$ cat src/rtl/imm_extend_pipe_if.sv
// rtl/imm_extend_pipe_if.sv - handshake bundle for imm_extend_pipe
//
// Purpose: groups the producer-side and consumer-side handshakes of the
// immediate-extension pipeline.
// Ports (signals):
//   in_valid/in_ready/in_instr[31:0]/in_sel[2:0]/in_tag[TAG_W-1:0]   producer side
//   out_valid/out_ready/out_imm[XLEN-1:0]/out_tag[TAG_W-1:0]/out_err consumer side
// Modports: master = the environment driving instructions and accepting results,
//           slave  = the pipeline itself.
interface imm_extend_pipe_if #(
    parameter int XLEN  = 32,
    parameter int TAG_W = 32
);
    logic             in_valid;
    logic             in_ready;
    logic [31:0]      in_instr;
    logic [2:0]       in_sel;
    logic [TAG_W-1:0] in_tag;
    logic             out_valid;
    logic             out_ready;
    logic [XLEN-1:0]  out_imm;
    logic [TAG_W-1:0] out_tag;
    logic             out_err;

    modport master (
        output in_valid, in_instr, in_sel, in_tag, out_ready,
        input  in_ready, out_valid, out_imm, out_tag, out_err
    );

    modport slave (
        input  in_valid, in_instr, in_sel, in_tag, out_ready,
        output in_ready, out_valid, out_imm, out_tag, out_err
    );
endinterface

$ cat src/rtl/imm_extend_pipe.sv
// rtl/imm_extend_pipe.sv - pipelined RISC-V immediate decoder/extender
//
// Purpose: decodes the I/S/B/J/U (and optionally CSR zimm) immediate of an
// instruction word, sign-extends it to XLEN and carries it with a sideband tag
// through STAGES elastic valid/ready register stages.
// Parameters: XLEN (32|64), STAGES (1..4), TAG_W.
// Ports:
//   clk    rising-edge clock
//   rst    asynchronous active-high reset
//   flush  synchronous kill of all in-flight entries
//   bus    imm_extend_pipe_if.slave (in_* producer side, out_* consumer side)
// Build option: define IMM_EXT_ZIMM_EN to decode in_sel=5 as zero-extended
// instr[19:15]; without it in_sel=5 is reported as an illegal selector.
module imm_extend_pipe #(
    parameter int XLEN   = 32,
    parameter int STAGES = 1,
    parameter int TAG_W  = 32
) (
    input  logic             clk,
    input  logic             rst,
    input  logic             flush,
    imm_extend_pipe_if.slave bus
);
    localparam logic [2:0] IMM_I = 3'd0;
    localparam logic [2:0] IMM_S = 3'd1;
    localparam logic [2:0] IMM_B = 3'd2;
    localparam logic [2:0] IMM_J = 3'd3;
    localparam logic [2:0] IMM_U = 3'd4;
`ifdef IMM_EXT_ZIMM_EN
    localparam logic [2:0] IMM_Z = 3'd5;
`endif

    logic [31:0]     instr;
    logic [31:0]     imm32;
    logic            dec_err;
    logic [XLEN-1:0] dec_imm;
    logic            unused_opcode;

    assign instr         = bus.in_instr;
    assign unused_opcode = ^instr[6:0];

    // Every format is first built as a 32-bit value whose bit 31 is the
    // desired extension bit, so widening to XLEN is a single signed cast.
    always_comb begin
        imm32   = '0;
        dec_err = 1'b0;
        case (bus.in_sel)
            IMM_I: imm32 = {{20{instr[31]}}, instr[31:20]};
            IMM_S: imm32 = {{20{instr[31]}}, instr[31:25], instr[11:7]};
            IMM_B: imm32 = {{19{instr[31]}}, instr[31], instr[7], instr[30:25],
                            instr[11:8], 1'b0};
            IMM_J: imm32 = {{11{instr[31]}}, instr[31], instr[19:12], instr[20],
                            instr[30:21], 1'b0};
            IMM_U: imm32 = {instr[31:12], 12'b0};
`ifdef IMM_EXT_ZIMM_EN
            IMM_Z: imm32 = {27'b0, instr[19:15]};
`endif
            default: dec_err = 1'b1;
        endcase
    end

    assign dec_imm = XLEN'($signed(imm32));

    // Pipeline state
    logic [STAGES-1:0] v;
    logic [XLEN-1:0]   imm_q [STAGES];
    logic [TAG_W-1:0]  tag_q [STAGES];
    logic [STAGES-1:0] err_q;

    // Per-stage source: stage 0 takes the decoder, later stages their predecessor
    logic [XLEN-1:0]   src_imm [STAGES];
    logic [TAG_W-1:0]  src_tag [STAGES];
    logic [STAGES-1:0] src_err;
    logic [STAGES-1:0] src_v;

    for (genvar k = 0; k < STAGES; k++) begin : g_src
        if (k == 0) begin : g_head
            assign src_v[k]   = bus.in_valid;
            assign src_imm[k] = dec_imm;
            assign src_tag[k] = bus.in_tag;
            assign src_err[k] = dec_err;
        end else begin : g_tail
            assign src_v[k]   = v[k-1];
            assign src_imm[k] = imm_q[k-1];
            assign src_tag[k] = tag_q[k-1];
            assign src_err[k] = err_q[k-1];
        end
    end

    // Ready ripples backwards from out_ready: a stage can take new content
    // when it is empty or its current content leaves this cycle.
    logic [STAGES-1:0] take;
    logic [STAGES-1:0] adv;
    logic [STAGES-1:0] ld;

    always_comb begin
        logic rdy;
        rdy  = bus.out_ready;
        take = '0;
        adv  = '0;
        for (int k = STAGES - 1; k >= 0; k--) begin
            adv[k]  = v[k] & rdy;
            take[k] = ~v[k] | (v[k] & rdy);
            rdy     = ~v[k] | (v[k] & rdy);
        end
    end

    assign ld = take & src_v;

    always_ff @(posedge clk or posedge rst) begin
        if (rst) begin
            v     <= '0;
            err_q <= '0;
            for (int k = 0; k < STAGES; k++) begin
                imm_q[k] <= '0;
                tag_q[k] <= '0;
            end
        end else begin
            for (int k = 0; k < STAGES; k++) begin
                if (ld[k]) begin
                    imm_q[k] <= src_imm[k];
                    tag_q[k] <= src_tag[k];
                    err_q[k] <= src_err[k];
                end
            end
            // Flush wins over any load; a transfer already valid on the output
            // this cycle is still seen by the consumer.
            if (flush) begin
                v <= '0;
            end else begin
                v <= (v & ~adv) | ld;
            end
        end
    end

    assign bus.in_ready  = take[0];
    assign bus.out_valid = v[STAGES-1];
    assign bus.out_imm   = imm_q[STAGES-1];
    assign bus.out_tag   = tag_q[STAGES-1];
    assign bus.out_err   = err_q[STAGES-1];
endmodule

$ cat src/flat_wrapper.sv
// flat-port wrapper written by rule: the top's interface ports become plain ports
module imm_extend_pipe_flat 
#(
    parameter int XLEN   = 32,
    parameter int STAGES = 1,
    parameter int TAG_W  = 32
)
  (clk, rst, flush, bus_in_valid, bus_in_instr, bus_in_sel, bus_in_tag, bus_out_ready, bus_in_ready, bus_out_valid, bus_out_imm, bus_out_tag, bus_out_err);
  imm_extend_pipe_if #(.XLEN(XLEN), .TAG_W(TAG_W)) bus_i ();
  input  logic clk;
  input  logic rst;
  input  logic flush;
  input wire logic [$bits(bus_i.in_valid)-1:0] bus_in_valid;
  input wire logic [$bits(bus_i.in_instr)-1:0] bus_in_instr;
  input wire logic [$bits(bus_i.in_sel)-1:0] bus_in_sel;
  input wire logic [$bits(bus_i.in_tag)-1:0] bus_in_tag;
  input wire logic [$bits(bus_i.out_ready)-1:0] bus_out_ready;
  output wire logic [$bits(bus_i.in_ready)-1:0] bus_in_ready;
  output wire logic [$bits(bus_i.out_valid)-1:0] bus_out_valid;
  output wire logic [$bits(bus_i.out_imm)-1:0] bus_out_imm;
  output wire logic [$bits(bus_i.out_tag)-1:0] bus_out_tag;
  output wire logic [$bits(bus_i.out_err)-1:0] bus_out_err;
  assign bus_i.in_valid = bus_in_valid;
  assign bus_i.in_instr = bus_in_instr;
  assign bus_i.in_sel = bus_in_sel;
  assign bus_i.in_tag = bus_in_tag;
  assign bus_i.out_ready = bus_out_ready;
  assign bus_in_ready = bus_i.in_ready;
  assign bus_out_valid = bus_i.out_valid;
  assign bus_out_imm = bus_i.out_imm;
  assign bus_out_tag = bus_i.out_tag;
  assign bus_out_err = bus_i.out_err;
  imm_extend_pipe #(.XLEN(XLEN), .STAGES(STAGES), .TAG_W(TAG_W)) u_core (.clk(clk), .rst(rst), .flush(flush), .bus(bus_i));
endmodule
$ cat config.mk
export PLATFORM = sky130hd
export DESIGN_NAME = imm_extend_pipe_flat
export DESIGN_NICKNAME = d
export VERILOG_FILES = /design/src/rtl/imm_extend_pipe_if.sv /design/src/rtl/imm_extend_pipe.sv /design/src/flat_wrapper.sv
export SDC_FILE = /design/constraint.sdc
export NUM_CORES = 1
export LEC_CHECK = 0
export ABC_AREA = 1
export CELL_PAD_IN_SITES_DETAIL_PLACEMENT = 1
export CELL_PAD_IN_SITES_GLOBAL_PLACEMENT = 2
export CORE_UTILIZATION = 21
export CTS_BUF_LIST = sky130_fd_sc_hd__clkbuf_16
export DETAILED_ROUTE_END_ITERATION = 8
export PLACE_DENSITY = 0.78
export REMOVE_ABC_BUFFERS = 1
export SLEW_MARGIN = 40
export SYNTH_ARGS = -nofsm -noshare
export SYNTH_HDL_FRONTEND = slang
export SYNTH_SLANG_ARGS = --single-unit
$ cat constraint.sdc
create_clock -name clk -period 2.04 [get_ports clk]
set_input_delay 0.204 -clock clk [delete_from_list [all_inputs] [get_ports clk]]
set_output_delay 0.204 -clock clk [all_outputs]
set_load 0.05 [all_outputs]
Word level (Yosys, flattened, before mapping)

Index checks and enable logic that the tools add are counted.

Bits in registers: 66
Logic and storage cells: 20

Eq/ne operators: 4
Multiplexer cells: 3
Bitwise logic cells: 7
Reductions and logical operators: 2

Operator list:

| cell                                                                  | count |
|---|---|
| 32-bit one-hot mux with 5 select lines                                | 1 |
| 3-bit by 2-bit equality test with 1-bit output, second input constant | 2 |
| 5-bit OR reduction                                                    | 1 |
| 1-bit AND                                                             | 3 |
| 3-bit by 1-bit equality test with 1-bit output, second input constant | 1 |
| 3-bit equality test, second input constant                            | 1 |
| 3-bit logical NOT                                                     | 1 |
| 1-bit 2-to-1 mux                                                      | 2 |
| 1-bit inverter                                                        | 2 |
| 1-bit OR                                                              | 2 |

Logic depth before layout (Yosys ltp)

Gate-level depths: netlist of the first run.

Depth in word-level cells: 5
Depth in mapped cells: 8
Depth with buffers taken out: 7

Worst setup path before layout of the first run

Ideal clock, no wire load.

Path type: reg-to-reg
Start point: reg u_core.v, in the netlist u_core.bus.out_valid
End point: reg u_core.tag_q, in the netlist u_core.bus.out_tag[0]
Library setup time: 118 ps
Arrival: 1,532 ps
Required time: 1,922 ps
Slack: 391 ps
Stages on the path, launching flop included: 8
Path through: dfrtp_1 > nand2_2 > nand2_4 > inv_2 > buf_4 > buf_6 > nand2_1 > nand2_1

Word-level cells in the longest chain between the ends: 3
Elaborated cells between the ends (all ways): 4
Classes of those cells: 4 x bitwise

Ends and longest elaborated chain:

| what                                               | line                   | RTL |
|---|---|---|
| from (decl)                                        | imm_extend_pipe.sv:65  | `logic [STAGES-1:0] v;` |
| from (signal assigned)                             | imm_extend_pipe.sv:131 | `v <= (v & ~adv) \| ld;` |
| 1-bit AND / 1-bit inverter (equally long branches) | imm_extend_pipe.sv:103 | `take[k] = ~v[k] \| (v[k] & rdy);` |
| 1-bit OR (*)                                       | imm_extend_pipe.sv:103 |  |
| net bus_in_ready                                   | flat_wrapper.sv:18     | `output wire logic [$bits(bus_i.in_ready)-1:0] bus_in_ready;` |
| 1-bit AND (*)                                      | imm_extend_pipe.sv:108 | `assign ld = take & src_v;` |
| to (signal, indexed assignment)                    | imm_extend_pipe.sv:122 | `tag_q[k] <= src_tag[k];` |
| to (decl)                                          | imm_extend_pipe.sv:67  | `logic [TAG_W-1:0] tag_q [STAGES];` |

The timed path passes the listed nets; every way through them passes the cells marked *.
A chain may end at the register's enable or synchronous reset.

Worst setup path in the final report of the first run

Start point: reg u_core.imm_q, in the netlist u_core.bus.out_imm[10]
End point: out bus_out_imm[10]

RTL lines:

| what                              | line                   | RTL |
|---|---|---|
| from (decl)                       | imm_extend_pipe.sv:66  | `logic [XLEN-1:0] imm_q [STAGES];` |
| from (signal, indexed assignment) | imm_extend_pipe.sv:121 | `imm_q[k] <= src_imm[k];` |
| to (decl)                         | flat_wrapper.sv:20     | `output wire logic [$bits(bus_i.out_imm)-1:0] bus_out_imm;` |

No word-level cell between the ends.

==> results of run 1 <==
## per-layer routing
metal / vias up / share of wire, %
met5: - / 0
met1: 1311 / 43
li1: 1357 / -
met4: 0 / 0.94
met3: 8 / 6.8
met2: 74 / 49
## cell usage in the layout (no fill, tap or decap)
cell / n
a21oi_1: 1
buf_12: 3
buf_4: 7
clkbuf_16: 9
clkdlybuf4s50_1: 130
clkinv_1: 3
clkinv_2: 3
dfrtp_1: 66
inv_1: 5
inv_2: 2
nand2_1: 233
nand2_2: 3
nand2_4: 1
nand3_1: 16
nand3_2: 1
nand4_1: 2
nor2_1: 5
nor2_4: 1
o21ai_0: 6
## cell families after synthesis
logic type	after synthesis	synth area share, %
AO/OA/AOI/OAI	7	1.23
flip-flops	66	57.9
AND/OR/NAND/NOR	262	36.4
buffers and inverters	23	4.43
## power by group
part / switching, mW / total [mW] / internal, mW
Combinational: 0.828 / 1.28 / 0.448
Sequential: 0.0816 / 1.54 / 1.46
Clock: 0.534 / 1.33 / 0.795
Total: 1.44 / 4.14 / 2.70
## worst paths after layout
| check | slack [ns] | cells after the start | end |
|---|---|---|---|
| max | 0.32 | 1 | bus_out_imm[10] |
| min | 0.20 | 2 | u_core.bus.out_tag[7]$_DFFE_PP0P_ |
| max reg2reg | 0.82 | 5 | u_core.bus.out_tag[14]$_DFFE_PP0P_ |
| min reg2reg | 0.47 | 2 | u_core.bus.out_tag[28]$_DFFE_PP0P_ |
| max in group asynchronous | 1.21 | 3 | u_core.bus.out_tag[28]$_DFFE_PP0P_ |
| min in group clk | 0.41 | 3 | u_core.bus.out_tag[15]$_DFFE_PP0P_ |
## registers in the layout, summed over array words and instances (netlist names)
signal and count:
u_core.bus.out_err 1, u_core.bus.out_imm 32, u_core.bus.out_tag 32, u_core.bus.out_valid 1
## layout make-up
type | instances | area (µm²)
multi-input combinational | 269 | 1070
tap | 176 | 220
clock buffer | 9 | 225
sequential | 66 | 1650
clock inverter | 7 | 28.8
inverter | 6 | 23.8
fill | 1595 | 8610
timing repair buffer | 140 | 1410
## stage by stage
step	TNS [ns]	hold WS (ns)	power (mW)	util, %	cells
6_report	0	0.201	4.14	35.0	673
5_1_grt	0	0.234	4.36	35.0	673
4_1_cts	0	0.208	4.23	35.0	673
3_5_place_dp	0	0.468	2.85	33.1	657
3_3_place_gp	0	0.462	2.83	33.1	657
2_1_floorplan	-4.86	0.267	2.28	-	341
## Yosys cell counts
cell      number
a21oi_1        1
nor2_1         5
o21ai_0        6
nand3_1       16
nand4_1        2
buf_4          1
nor2_4         1
clkbuf_1       2
nand2_4        1
inv_2          2
dfrtp_1       66
inv_1          4
nand3_2        1
buf_6          3
buf_2         11
nand2_2        3
nand2_1      233
==> summary.txt, run 1 <==
status - finished, final reports clean
static leakage - 2.30 nW
Synth area leader - dfrtp_1
Post-DP HPWL - 6670 µm
synth warn - 0
vias in the first global route - 3010
Hold Buf Count CTS - 0
FF+latch count, synth - 66
Cell Area, Placed - 4380 µm²
grt ovf - 0
crit-path max FO - 2
CP max-delay cell - clkdlybuf4s50_1
WP data arrival - 1.52 ns
startpoint class of the critical path - flop
largest net degree at the start of global routing - 44
Final WS setup - 0.316 ns
CP required - 1.84 ns
highest achievable clock rate - 580 MHz
worst slew pin tran - 0.550 ns
TritonRoute pass-1 iters - 4
first-pass GRT wire length - 15400 µm
H-Tree Depth - 3
maximum vdd drop - 0.000521 V
design area - 4640 µm²
Layout Nets - 564
via count - 2750
post-synth top area share - 57.9%
Routed WL - 9220 µm
cts repair resizes - 0
crit path from - u_core.bus.out_imm[10]$_DFFE_PP0P_
top post-synthesis cells by area - dfrtp_1 (58%), nand2_1 (31%), nand3_1 (2.8%), buf_2 (1.9%), buf_6 (1.2%)
Syn Area/Cell - 7.96 µm²
area grow syn2layout - 62.6%
synthesized instance count - 358
Routed Antenna Nets - 0
PD cells - 893 nW/µm²
M1 GR Usage - 16.4%
cell area after synthesis - 2850 µm²
GPL Wtd Cong - 0.698
DR WL/cell - 13.7 µm
sink count of the clock tree - 66
GRT Total Usage - 14.0%
Pins Over Slew Limit - 0
delay-heaviest family, CP - buffers and inverters
max_cap viols - 0
critical path cell sequence - clkdlybuf4s50_1
post-route clock period utilization - 84.5%
number of buffers added on ports - 131
initial antenna violation count - 0
Buf/Inv on CP - 1
Clock Skew - 0.00468 ns
FP Rows - 42
clock latency on the worst-skew pair - 0.33 ns
worst slew margin relative to its limit - 63.2%
Synth cell types - 17
reg2reg start - u_core.bus.out_valid$_DFF_PP0_
worst min path class - primary input to async pin
Num CTS Buffers - 9
Worst-path clk slew - 0.05 ns
DRT iter0 DRCs - 114
CTS Buffer Depth - 2
met3 GRT Util - 5.07%
share of layout cells above drive strength 1 - 6.04%
Hold Fails Final Rpt - 0
postcts setup bufs - 0
core area - 13200 µm²
Die ar. - 14000 µm²
Initial Util - 21.5%
met2 usage - 24.0%
WS Path Type - flop to output pin
CTS tree - done
CP peak stage delay - 0.85 ns
register area share after synthesis - 57.9%
RSZ-0062 raised after global routing - false
io pins - 139
drt via density - 4.09
die height - 119 µm
Post-Place Setup Slack - 0.368 ns
root buffer cell - clkbuf_16
# diodes - 0
Residual DRC - 0
# setup viols final - 0
chip width - 119 µm
GR peak layer - met2
critical path capture point type - output pin
minimum clock period - 1.72 ns
Note: power is estimated with default switching activity, not from simulation.
==> inputs of run 2 (changes only) <==
clock period = 1.6 ns   (was 2.04 ns; I/O delays follow)
==> run 2 against run 1 <==
Utilization down 0.70 points. Critical path depth up 7. Combinational power up 23%. Sequential cell count unchanged. Clock power up 41%. Design area down 2.0%. Non-clock buffer count up 5. Hold slack better by 0.018 ns. Largest power group unchanged.
==> summary.txt, run 2 (synthesis gave the netlist of run 1 again) <==
status - finished, final reports clean
post-route clock period utilization - 77.2%
minimum clock period - 1.24 ns
first-pass GRT wire length - 14900 µm (-3.2%)
Seq pwr share - 36.3% (-0.8 points)
via count - 2757 (+0.25%)
worst slew margin relative to its limit - 75.2% (+12 points)
H-Tree Depth - 3 (unchanged)
Residual DRC - 0 (unchanged)
Post-Place Setup Slack - 0.0247 ns (-0.343 ns)
reg2reg start - u_core.bus.out_valid$_DFF_PP0_
number of buffers added on ports - 131 (unchanged)
commonest non-fill, non-tap cell in the layout - nand2_1
TritonRoute pass-1 iters - 4 (unchanged)
FP Rows - 42 (unchanged)
CP required - 1.82 ns (-0.02 ns)
flop2flop setup slack - 0.46 ns (-0.36 ns)
core area - 13200 µm² (unchanged)
vias in the first global route - 2912 (-3.3%)
root buffer cell - clkbuf_16
Hold Fails Final Rpt - 0 (unchanged)
crit-path max FO - 7 (+5)
chip width - 119 µm (unchanged)
critical path capture point type - flop
worst min path class - primary input to async pin
Routed Antenna Nets - 0 (unchanged)
Cell Area, Placed - 4270 µm² (-2.6%)
RSZ-0062 raised after global routing - false
highest achievable clock rate - 810 MHz
Layout Nets - 569 (+0.89%)
Hold Worst Slack - 0.219 ns (+0.0178 ns)
WS Path Type - primary input to flop
reg-to-reg endpoint - u_core.bus.out_imm[29]$_DFFE_PP0P_
clock latency on the worst-skew pair - 0.33 ns (about the same)
grt ovf - 0 (unchanged)
crit path from - bus_in_sel[1]
largest net degree at the start of global routing - 67 (+52%)
Sw Share - 34.4% (-0.44 points)
static leakage - 2.43 nW (+5.6%)
share of layout cells above drive strength 1 - 20.4% (+14 points)
Post-DP HPWL - 6390 µm (-4.1%)
internal power - 3.54 mW (+31%)
drt via density - 4.07 (-0.34%)
CTS tree - done
Die ar. - 14000 µm² (unchanged)
Final Core Density - 34.3% (-0.70 points)
max_cap viols - 0 (unchanged)
sink count of the clock tree - 66 (unchanged)
io pins - 139 (unchanged)
GPL Wtd Cong - 0.708 (+1.5%)
commonest non-fill, non-tap cells in the layout - nand2_1 (233), buf_4 (77), dfrtp_1 (66)
worst slew pin tran - 0.372 ns (-0.178 ns)
CTS Buffer Depth - 2 (unchanged)
clock network power share - 34.7% (+2.6 points)
DR WL/cell - 13.1 µm (-4.1%)
Total Power - 5.41 mW (+31%)
# diodes - 0 (unchanged)
combinational power share - 29.0% (-1.8 points)
Pins Over Slew Limit - 0 (unchanged)
postcts setup bufs - 0 (unchanged)
Final WS setup - 0.365 ns (+0.0483 ns)
cts repair resizes - 0 (unchanged)
Initial Util - 21.5% (unchanged)
Routed WL - 8890 µm (-3.5%)
# setup viols final - 0 (unchanged)
P_sw - 1.86 mW (+29%)
PD cells - 1190 nW/µm² (+33%)
DRT iter0 DRCs - 67 (-41%)
Num CTS Buffers - 9 (unchanged)
initial antenna violation count - 0 (unchanged)
Reg2Reg Depth - 6 (+1)
WP data arrival - 1.45 ns (-0.07 ns)
Worst-path clk slew - 0.05 ns (about the same)
area grow syn2layout - 59.4%
Hold Buf Count CTS - 0 (unchanged)
design area - 4540 µm² (-2.0%)
Clock Skew - 0.00294 ns (-0.00174 ns)
GRT Total Usage - 13.5% (-0.54 points)
startpoint class of the critical path - primary input
die height - 119 µm (unchanged)
maximum vdd drop - 0.000470 V (-9.8%)
crit path capture - u_core.bus.out_imm[4]$_DFFE_PP0P_
## run 2: cell types whose count changed in the layout (fill, tap and decap cells not counted), sizes merged
| cell | previous run | this run |
|---|---|---|
| buf | 10 | 81 |
| clkdlybuf4s50 | 130 | 64 |
| clkinv | 6 | 4 |
| bufinv | 0 | 1 |
## run 2: layout make-up
type                            count  area [µm²]
Fill cell                        1621        8700
Clock buffer                        9         225
Tap cell                          176         220
Inverter                            6        23.8
Sequential cell                    66        1650
Multi-Input combinational cell    269        1070
Clock inverter                      6        51.3
Timing Repair Buffer              145        1300
## run 2: stage by stage
| step | instances | setup TNS, ns |
|---|---|---|
| 2_1_floorplan | 341 | -45.22 |
| 3_3_place_gp | 662 | 0 |
| 3_5_place_dp | 662 | 0 |
| 4_1_cts | 677 | 0 |
| 5_1_grt | 677 | 0 |
| 6_report | 677 | 0 |
## run 2: worst min-delay path by stage
stage / end / slack, ns / cells past startpoint / from
after global routing: u_core.bus.out_imm[19]$_DFFE_PP0P_ / 0.27 / 3 / rst
final: u_core.bus.out_tag[1]$_DFFE_PP0P_ / 0.22 / 3 / rst
after global placement: u_core.bus.out_tag[18]$_DFFE_PP0P_ / 0.47 / 2 / u_core.bus.out_tag[18]$_DFFE_PP0P_
after CTS: u_core.bus.out_imm[19]$_DFFE_PP0P_ / 0.24 / 3 / rst
after detailed placement: u_core.bus.out_tag[22]$_DFFE_PP0P_ / 0.47 / 2 / u_core.bus.out_tag[22]$_DFFE_PP0P_
after floorplan: u_core.bus.out_valid$_DFF_PP0_ / 0.22 / 1 / flush
## run 2: per-layer routing
metal  GRT usage (%)  wire (µm)
met2            21.5       4110
met4            5.22        148
met1            17.2       4090
met3            3.67        538
met5               0          0
## run 2: worst max-delay path: stages
cell and delay, ns:
clkdlybuf4s50_1 0.68, nor2_1 0.14, nand2_1 0.08, nand2_1 0.13, nand2_1 0.10, nand2_1 0.05
nand2_1 0.06, nand2_1 0.05
## run 2: power groups by stage
stage | registers [mW] | logic [mW] | clock network [mW]
final | 1.96 | 1.57 | 1.88
after global routing | 1.98 | 1.67 | 2.01
after CTS | 1.96 | 1.59 | 1.96
after detailed placement | 1.99 | 1.59 | 0
after global placement | 1.98 | 1.57 | 0
after floorplan | 2.63 | 0.283 | 0
==> inputs of run 3 (changes only) <==
clock period = 1.15 ns   (was 1.6 ns; I/O delays follow)
==> run 3 against run 2 <==
The flow now finishes with violations (negative setup slack). Clock-buffer cell count unchanged. First-iteration DRC count increased by 45%. Hold slack got worse by 0.069 ns. Global-route usage grew 1.8 points. Routed wire length rose by 13%. Sequential cell count stayed put. Cell count increased by 2.4%. Combinational power rose by 86%. Clock power grew 31%. Clock skew grew 0.0036 ns. Critical endpoint is now bus_in_ready. Largest cell class is now non-clock buffers.
==> summary.txt, run 3 (synthesis gave the netlist of run 1 again) <==
status - finished, violations left
failing checks - negative setup slack
crit-path max FO - 2 (-5)
minimum clock period - 1.17 ns
maximum vdd drop - 0.000595 V (+27%)
Initial Util - 21.5% (unchanged)
Clock Skew - 0.00654 ns (+0.00360 ns)
static leakage - 2.78 nW (+14%)
sink count of the clock tree - 66 (unchanged)
max_cap viols - 0 (unchanged)
critical path capture point type - output pin
grt ovf - 0 (unchanged)
reg-to-reg endpoint - u_core.bus.out_imm[31]$_DFFE_PP0P_
flop2flop setup slack - 0.05 ns (-0.41 ns)
reg2reg start - u_core.bus.out_valid$_DFF_PP0_
Routed Antenna Nets - 0 (unchanged)
# diodes - 0 (unchanged)
Layout Nets - 584 (+2.6%)
WP data arrival - 1.05 ns (-0.40 ns)
CTS Buffer Depth - 2 (unchanged)
Hold Fails Final Rpt - 0 (unchanged)
io pins - 139 (unchanged)
initial antenna violation count - 0 (unchanged)
area grow syn2layout - 94.6%
Routed WL - 10100 µm (+13%)
GPL Wtd Cong - 0.735 (+3.9%)
post-route clock period utilization - 102%
wire length on met3 - 624 µm (+16%)
clock latency on the worst-skew pair - 0.33 ns (about the same)
Hold Buf Count CTS - 0 (unchanged)
met1 WL - 4170 µm (+2.0%)
Final Core Density - 41.9% (+7.6 points)
drt via density - 4.18 (+2.7%)
worst slew pin tran - 0.340 ns (-0.0320 ns)
PD cells - 1490 nW/µm² (+25%)
worst slew margin relative to its limit - 77.3% (+2.1 points)
Residual DRC - 0 (unchanged)
via count - 2898 (+5.1%)
CTS tree - done
startpoint class of the critical path - flop
# setup viols final - 1 (+1)
TritonRoute pass-1 iters - 4 (unchanged)
commonest non-fill, non-tap cells in the layout - nand2_1 (232), buf_12 (72), dfrtp_1 (66)
CP peak stage delay - 0.39 ns (-0.29 ns)
H-Tree Depth - 3 (unchanged)
uppermost layer routed - met4
highest achievable clock rate - 857 MHz
Pins Over Slew Limit - 0 (unchanged)
critical path cell sequence - nand2_2 > buf_6 > buf_12
FP Rows - 42 (unchanged)
DRT iter0 DRCs - 97 (+45%)
root buffer cell - clkbuf_16
DR WL/cell - 14.5 µm (+11%)
Reg2Reg Depth - 6 (unchanged)
first-pass GRT wire length - 16500 µm (+11%)
RSZ-0062 raised after global routing - true
GRT Total Usage - 15.2% (+1.8 points)
Post-DP HPWL - 7490 µm (+17%)
Num CTS Buffers - 9 (unchanged)
vias in the first global route - 3132 (+7.6%)
Hold Worst Slack - 0.150 ns (-0.0686 ns)
Final TNS setup - -0.0175 ns (-0.0175 ns)
CP max-delay cell - dfrtp_1
share of layout cells above drive strength 1 - 23.2% (+2.9 points)
die height - 119 µm (unchanged)
core area - 13200 µm² (unchanged)
Die ar. - 14000 µm² (unchanged)
Worst-path clk slew - 0.06 ns (about the same)
chip width - 119 µm (unchanged)
commonest non-fill, non-tap cell in the layout - nand2_1
largest net degree at the start of global routing - 43 (-36%)
Final WS setup - -0.0175 ns (-0.382 ns)
WS Path Type - flop to output pin
crit path capture - bus_in_ready
worst min path class - primary input to async pin
CP required - 1.03 ns (-0.79 ns)
Met2 Routed Length - 5100 µm (+24%)
crit path from - u_core.bus.out_valid$_DFF_PP0_
number of buffers added on ports - 131 (unchanged)
run 3: worst max-delay path, delay by kind of cell, from the launching register on:
| family | cells | cell delay, ns |
|---|---|---|
| AND/OR/NAND/NOR | 1 | 0.10 |
| flip-flops | 1 | 0.39 |
| buffers and inverters | 2 | 0.23 |
run 3: worst min-delay path by stage:
stage                                        endpoint  slack, ns  depth (start not counted)  start
global placement    u_core.bus.out_tag[7]$_DFFE_PP0P_       0.52                          3    rst
finish              u_core.bus.out_tag[1]$_DFFE_PP0P_       0.15                          3    rst
floorplan              u_core.bus.out_valid$_DFF_PP0_       0.18                          1  flush
global route        u_core.bus.out_tag[1]$_DFFE_PP0P_       0.18                          3    rst
CTS                 u_core.bus.out_tag[7]$_DFFE_PP0P_       0.17                          3    rst
detailed placement  u_core.bus.out_tag[7]$_DFFE_PP0P_       0.52                          3    rst
run 3: per-stage QoR:
step / power, mW / cell area (µm²) / instances / worst slack (ns)
after floorplan: 4.05 / 2750 / 341 / -1.00
after global placement: 5.78 / 5190 / 674 / -0.281
after detailed placement: 5.84 / 5190 / 674 / -0.349
after CTS: 8.36 / 5470 / 691 / -0.0347
after global routing: 8.66 / 5550 / 693 / -0.0587
final: 8.27 / 5550 / 693 / -0.0175
run 3: timing repair:
| item | 4_1_cts | 5_1_grt |
|---|---|---|
| pin swaps | 1 | 1 |
| setup endpoints to repair | 1 | 61 |
| cloned | 0 | 1 |
| resized for setup | 2 | 14 |
| buffers inserted | 1 | 1 |
run 3: final cells by class:
| cell class | instances | area [µm²] |
|---|---|---|
| Clock buffer | 9 | 225 |
| Clock inverter | 7 | 36.3 |
| Fill cell | 1521 | 7700 |
| Inverter | 6 | 31.3 |
| Multi-Input combinational cell | 269 | 1080 |
| Sequential cell | 66 | 1650 |
| Tap cell | 176 | 220 |
| Timing Repair Buffer | 160 | 2300 |
run 3: layer usage:
metal / vias up / global-route usage (%)
li1: 1397 / -
met1: 1405 / 17.4
met2: 80 / 26.5
met3: 16 / 4.54
met4: 0 / 6.41
met5: - / 0
run 3: power breakdown:
part | switching, mW | internal [mW] | leakage (nW)
registers | 0.296 | 2.58 | 0.830
logic | 1.51 | 1.41 | 1.82
clock network | 1.04 | 1.43 | 0.124
total | 2.84 | 5.42 | 2.78
